[config.mk]
export PLATFORM = sky130hd
export DESIGN_NAME = credit_link_tx
export DESIGN_NICKNAME = d
export VERILOG_FILES = /design/src/rtl/credit_link_tx.sv
export SDC_FILE = /design/constraint.sdc
export NUM_CORES = 1
export LEC_CHECK = 0
export ABC_AREA = 1
export BUFFER_PORTS_ARGS = -buffer_cell sky130_fd_sc_hd__buf_2
export CORE_AREA = 2 2 47 49
export CTS_BUF_LIST = sky130_fd_sc_hd__clkbuf_4
export CTS_CLUSTER_DIAMETER = 150
export DETAILED_ROUTE_END_ITERATION = 16
export DIE_AREA = 0 0 49 51
export GPL_ROUTABILITY_DRIVEN = 1
export PLACE_DENSITY = 0.79
export SETUP_SLACK_MARGIN = 0.2
export SYNTH_ARGS = -nofsm -noshare
export SYNTH_HDL_FRONTEND = slang
export SYNTH_SLANG_ARGS = --single-unit
[constraint.sdc]
create_clock -name clk -period 2.85 [get_ports clk]
set_clock_uncertainty 0.1 [all_clocks]
set_input_delay 0.57 -clock clk [delete_from_list [all_inputs] [get_ports clk]]
set_output_delay 0.57 -clock clk [all_outputs]
set_load 0.03 [all_outputs]
[src/rtl/credit_link_tx.sv]
// Transmit side of a credit-flow-controlled link: valid/backpressure in,
// registered valid-only out, local credit counter refilled by return pulses.
module credit_link_tx #(
  parameter int unsigned Width    = 8,
  parameter int unsigned Credits  = 4,
  parameter int unsigned CntWidth = 8
) (
  input  logic                clk,
  input  logic                resetn,
  input  logic [Width-1:0]    d,
  input  logic                d_valid,
  output logic                d_bp,
  output logic [Width-1:0]    q,
  output logic                q_valid,
  input  logic                credit_ret,
  output logic [CntWidth-1:0] credits,
  output logic                idle,
  output logic                err
);

  localparam logic [CntWidth-1:0] CreditsInit = CntWidth'(Credits);

  logic [CntWidth-1:0] cnt_q, cnt_d;
  logic [Width-1:0]    q_q;
  logic                q_valid_q;
  logic                err_q, err_d;
  logic                send;

  // Backpressure only looks at the counter and reset, never at d_valid/credit_ret.
  assign d_bp = ~resetn | (cnt_q == '0);
  assign send = d_valid & ~d_bp;

  always_comb begin
    cnt_d = cnt_q;
    err_d = err_q;
    unique case ({send, credit_ret})
      2'b10: cnt_d = cnt_q - CntWidth'(1);
      2'b01: begin
        // A return with every slot already free is a far-end protocol error.
        if (cnt_q == CreditsInit) begin
          err_d = 1'b1;
        end else begin
          cnt_d = cnt_q + CntWidth'(1);
        end
      end
      default: cnt_d = cnt_q;
    endcase
  end

  always_ff @(posedge clk) begin
    if (!resetn) begin
      cnt_q     <= CreditsInit;
      q_valid_q <= 1'b0;
      err_q     <= 1'b0;
    end else begin
      cnt_q     <= cnt_d;
      q_valid_q <= send;
      err_q     <= err_d;
    end
  end

  // Data path is not reset; q is only meaningful while q_valid is high.
  always_ff @(posedge clk) begin
    if (send) begin
      q_q <= d;
    end
  end

  assign q       = q_q;
  assign q_valid = q_valid_q;
  assign credits = cnt_q;
  assign idle    = (cnt_q == CreditsInit);
  assign err     = err_q;

endmodule
==> results of run 1 <==
-- worst max-delay path by stage --
stage                 endpoint  slack (ns)  cells after the start
finish              credits[7]        0.41                     15
CTS                 credits[7]        0.30                     15
detailed placement  credits[7]        0.34                     12
global placement    credits[7]        0.42                     12
floorplan           credits[7]        0.48                     14
global route        credits[7]        0.21                     15
-- kinds of logic (layout without fill, tap and decap cells) --
| kind of cell | count (synthesis) | count (layout) | synth area share |
|---|---|---|---|
| compound gates | 12 | 12 | 0.0668 |
| simple gates | 61 | 61 | 0.294 |
| flops | 18 | 18 | 0.444 |
| fa+ha+maj | 7 | 7 | 0.0958 |
| buf+inv | 16 | 50 | 0.0643 |
| xor+xnor | 4 | 4 | 0.0353 |
-- registers in the layout, indices dropped and copies added (netlist names) --
register / count
q_valid: 1
q: 8
err: 1
credits: 8
-- layer usage --
metal / vias up / share of wire / track usage
met4: 0 / 0.012 / 0.0905
li1: 455 / - / -
met2: 27 / 0.49 / 0.304
met1: 408 / 0.44 / 0.202
met3: 2 / 0.050 / 0.0292
met5: - / 0 / 0
-- through the flow --
step                      cells  setup slack, ns
after floorplan             118            0.476
after global placement      176            0.423
after detailed placement    176            0.336
after CTS                   180            0.303
after global routing        180            0.214
final                       180            0.412
-- what timing repair did --
action                     in CTS  in global routing
setup endpoints to repair       0                  2
hold buffers                    0                  0
gates resized for setup         0                  2
setup buffers                   0                  0
-- cells in the final DEF, fill, tap and decap left out, types with 2 or more instances in the layout --
| master | synthesis | routed |
|---|---|---|
| nand3_2 | 2 | 2 |
| clkinv_1 | 1 | 2 |
| nor2_1 | 22 | 22 |
| edfxtp_1 | 8 | 8 |
| o21ai_0 | 6 | 6 |
| a21oi_1 | 3 | 3 |
| nand2_1 | 19 | 18 |
| nand2_2 | 2 | 3 |
| clkbuf_4 | 0 | 3 |
| inv_1 | 13 | 13 |
| dfxtp_1 | 10 | 9 |
| nor2_2 | 2 | 2 |
| ha_1 | 6 | 6 |
| nand3_1 | 7 | 7 |
| buf_2 | 1 | 31 |
| xnor2_1 | 3 | 3 |
| nand4_1 | 2 | 2 |
-- power by group --
group / switching (mW) / internal [mW] / total [mW] / leakage [nW]
combinational: 0.303 / 0.166 / 0.469 / 0.441
clock: 0.0737 / 0.0508 / 0.124 / 0.0154
sequential: 0.0395 / 0.310 / 0.350 / 0.158
-- final cells by class --
class	instances	area [µm²]
clock inverter	1	3.75
fill	182	856
multi-input combinational	84	490
inverter	15	58.8
timing repair buffer	31	155
sequential	18	442
tap	28	35.0
clock buffer	3	22.5
==> flow_summary_export.csv, run 1 <==
group,metric,value,unit
min_path,min_from,"d[5]",
grt,grt_usage,0.172,
sta,hold_violations,0,
sta,finalSetupViolCount,0,
cells_and_area,n_antenna_cell,0,
sta,max_freq,410,MHz
pwr,power.density,781,nW/µm²
detailed_routing,wl,1990,µm
clocking,cts_tree,"yes",
synthesis,syn_nets,137,
floorplanning,dieHeight,51,µm
floorplanning,start_util,0.481,
clocking,numCtsBuffers,3,
floorplanning,fp.dieArea,2500,µm²
cells_and_area,drive_gt1_frac,0.303,
cells_and_area,nets,172,
critical_path,crit_chain,"nor2_1, nand2_1, clkinv_1, nand2_1, nand3_2, nand2_2, ha_1, nand2_1, inv_1, a21oi_1, nand2_1, inv_1, nand3_1, a21oi_1, nor2_1",
grt,grt_pass1_vias,813,
synthesis,synthTopCellsByArea,"edfxtp_1, dfxtp_1, nor2_1, ha_1, nand2_1",
synthesis,synth.distinct_cells,27,
critical_path,cp_slowest_stage_delay,0.39,ns
sta,slew_headroom,0.692,
cells_and_area,final_area,1210,µm²
floorplanning,io_pins,32,
floorplanning,fp.coreArea,2060,µm²
synthesis,synth_edf_count,8,
synthesis,syn_area,992,µm²
detailed_routing,first_pass_iters,7,
placed_design,dpl_cell_area,1180,µm²
detailed_routing,drc_errors,0,
synthesis,ys_async_sr_fraction,0,
sta,period_share,0.855,
critical_path,crit_path_start_kind,"flip-flop",
clocking,clk_transition_reported_paths,0.10,ns
pwr,vdd_drop_max,0.000406,V
critical_path,crit_start,"credits[6]",
critical_path,regToRegSetupSlack,0.41,ns
critical_path,cp_max_fo,8,
critical_path,r2r_start,"credits[6]",
clocking,cts_buffer_depth,2,
cells_and_area,syn2layout_area_growth,21.7,%
min_path,min_to,"q[5]",
critical_path,ff2ff_path_depth,15,
floorplanning,die_x,49,µm
synthesis,postSynthCellCount,118,
synthesis,synth_ff_type,"dfxtp_1",
critical_path,path_buf_inv,3,
floorplanning,fp-row-count,17,
pwr,p_total,0.943,mW
placed_design,gp_congestion,0.820,
detailed_routing,wl_per_cell,11.1,µm
min_path,hold_depth,1,
critical_path,slowest_stage,"dfxtp_1",
status,status,"finished clean",
grt,antenna_found_initial,0,
critical_path,cpMostUsedCell,"nand2_1",
sta,rsz0062_at_grt,"false",
detailed_routing,vias,892,
critical_path,endpoint_kind,"flip-flop",
detailed_routing,viasPerCell,4.96,
flow_run,max_cap_viol_count,0,
sta,setup_tns,0,ns
sta,period_needed,2.44,ns
synthesis,synth.most_common_cell,"nor2_1",
detailed_routing,ant_nets,0,
critical_path,cp_data_arrival_time,2.52,ns
critical_path,critPathTopFamily,"simple AND/OR/NAND/NOR gates",
grt,grt_pass1_wl,3350,µm
synthesis,syn_area_per_cell,8.41,µm²
critical_path,critPathRequiredTime,2.93,ns
sta,worst_slew_pin_slew,0.461,ns
synthesis,yosys.area.top_type,"edfxtp_1",
clocking,clk_latency,0.29,ns
synthesis,ys_top_cells_by_count,"nor2_1, nand2_1, inv_1",
synthesis,seq_area_frac_synth,0.444,
synthesis,synth_warnings,0,
critical_path,crit_type,"reg -> reg",
min_path,hold_class,"in -> reg",
clocking,cts_root_buf,"clkbuf_4",
cells_and_area,finish.utilization,0.585,
placed_design,dp_hpwl,1540,µm
synthesis,synth_top_area_frac,0.242,
sta,hold_slack,0.350,ns
clocking,numClockSinks,18,
synthesis,ys_ff_latch,18,
grt,grt_max_degree,13,
sta,slew_viol_final,0,
pwr,p_leak,0.615,nW
clocking,htreeDepth,1,
grt,overflow,0,
critical_path,r2r_end,"credits[7]",
placed_design,port_buffers,31,
detailed_routing,drtIter0Drc,12,
(Power assumes the default switching activity.)
==> run 2, diff against run 1 <==
RECOVER_POWER = 50   (was unset)
==> flow_summary_export.csv, run 2 (same netlist as run 1, synthesis figures left out) <==
group,metric,value,unit
status,status,"finished clean",
critical_path,regToRegSetupSlack,0.34,ns
sta,slew_headroom,0.191,
min_path,min_from,"d[5]",
grt,antenna_found_initial,0,
placed_design,dp_hpwl,1540,µm
clocking,post_cts_buffers,0,
floorplanning,fp.coreArea,2060,µm²
pwr,power.density,797,nW/µm²
floorplanning,fp-row-count,17,
floorplanning,dieHeight,51,µm
detailed_routing,ant_nets,0,
critical_path,r2r_start,"credits[1]",
floorplanning,fp.dieArea,2500,µm²
detailed_routing,drc_errors,0,
clocking,numClockSinks,18,
clocking,cts_root_buf,"clkbuf_4",
critical_path,crit_chain,"nor2_1, nand2_2, inv_1, nand2_1, nand3_2, nand2_2, ha_1, nand2_1, inv_1, a21oi_1, nand2_1, inv_1, nand3_1, a21oi_1, nor2_1",
critical_path,endpoint_kind,"flip-flop",
sta,worst_slew_pin_slew,1.20,ns
min_path,hold_depth,1,
cells_and_area,final_cell_mix,"nor2_1, buf_2, nand2_1, inv_1, clkbuf_1",
grt,grt_pass1_vias,813,
sta,period_share,0.880,
grt,grt_pass1_wl,3350,µm
sta,max_freq,399,MHz
clocking,cts_tree,"yes",
grt,overflow,0,
pwr,p_total,0.939,mW
critical_path,path_buf_inv,3,
clocking,numCtsBuffers,3,
min_path,min_to,"q[5]",
sta,hold_violations,0,
critical_path,ff2ff_path_depth,15,
placed_design,port_buffers,31,
critical_path,critPathTopFamily,"simple AND/OR/NAND/NOR gates",
sta,slew_viol_final,0,
floorplanning,io_pins,32,
sta,period_needed,2.51,ns
pwr,p_leak,0.582,nW
cells_and_area,nets,172,
cells_and_area,finish.utilization,0.571,
cells_and_area,syn2layout_area_growth,18.8,%
clocking,clk_latency,0.29,ns
critical_path,cp_data_arrival_time,2.59,ns
floorplanning,start_util,0.481,
critical_path,r2r_end,"credits[7]",
critical_path,slowest_stage,"dfxtp_1",
clocking,hold_buffers,0,
critical_path,critPathRequiredTime,2.93,ns
clocking,cts_buffer_depth,2,
min_path,hold_class,"in -> reg",
critical_path,crit_path_start_kind,"flip-flop",
detailed_routing,drtIter0Drc,10,
cells_and_area,drive_gt1_frac,0.217,
detailed_routing,viasPerCell,4.97,
sta,rsz0062_at_grt,"false",
grt,grt_usage,0.172,
cells_and_area,n_antenna_cell,0,
cells_and_area,final_area,1180,µm²
floorplanning,die_x,49,µm
clocking,clk_transition_reported_paths,0.10,ns
critical_path,crit_type,"reg -> reg",
flow_run,max_cap_viol_count,0,
sta,setup_tns,0,ns
pwr,vdd_drop_max,0.000409,V
critical_path,cp_max_fo,8,
detailed_routing,wl,2030,µm
critical_path,cp_slowest_stage_delay,0.37,ns
placed_design,dpl_cell_area,1180,µm²
grt,grt_max_degree,13,
clocking,htreeDepth,1,
detailed_routing,vias,894,
detailed_routing,wl_per_cell,11.3,µm
cells_and_area,layout_commonest_cell,"nor2_1",
placed_design,gp_congestion,0.820,
sta,finalSetupViolCount,0,
detailed_routing,first_pass_iters,4,
## run 2: cell count changes in the layout (fill, tap and decap cells not counted), sizes merged
cell,before,now
buf,31,21
clkbuf,3,13
## run 2: repair_timing
action / CTS / global route
endpoints found under the setup margin: 0 / 2
gates resized for setup: 0 / 2
hold endpoints to repair: 0 / 0
## run 2: layer usage
| layer | GRT usage | routed length [µm] | vias up |
|---|---|---|---|
| met5 | 0 | 0 | - |
| met4 | 0.0905 | 24 | 0 |
| li1 | - | - | 454 |
| met2 | 0.304 | 957 | 35 |
| met1 | 0.202 | 923 | 403 |
| met3 | 0.0292 | 119 | 2 |
## run 2: how the worst max path moves through the flow
| stage | start | to | slack [ns] | depth (start not counted) |
|---|---|---|---|---|
| 5_1_grt | credits[1] | credits[7] | 0.14 | 16 |
| 3_5_place_dp | resetn | credits[7] | 0.34 | 12 |
| 3_3_place_gp | resetn | credits[7] | 0.42 | 12 |
| 2_1_floorplan | credits[0] | credits[7] | 0.48 | 14 |
| 6_report | credits[1] | credits[7] | 0.34 | 15 |
| 4_1_cts | credits[0] | credits[7] | 0.30 | 15 |
## run 2: worst reg2reg max path, cell delays in order (launching register included)
cell	delay [ns]
dfxtp_1	0.37
nor2_1	0.19
nand2_2	0.07
inv_1	0.06
nand2_1	0.08
nand3_2	0.10
nand2_2	0.14
ha_1	0.37
nand2_1	0.11
inv_1	0.05
a21oi_1	0.16
nand2_1	0.09
inv_1	0.07
nand3_1	0.11
a21oi_1	0.24
nor2_1	0.07
## run 2: layout make-up
type,count,area (µm²)
clock buffers,3,22.5
clock inverters,1,3.75
fillers,192,885
inverters,15,58.8
multi-input cells,84,474
flip-flops and latches,18,442
well taps,28,35.0
repair buffers,31,143
## run 2: per-stage QoR
stage	hold slack [ns]	worst slack [ns]	cells
floorplan	0.536	0.476	118
global placement	0.361	0.423	176
detailed placement	0.368	0.336	176
CTS	0.348	0.303	180
global route	0.336	0.144	180
finish	0.347	0.343	180
## run 2: report_power, final
group	internal (mW)	switching (mW)
Clock	0.0508	0.0752
Sequential	0.310	0.0395
Combinational	0.161	0.302
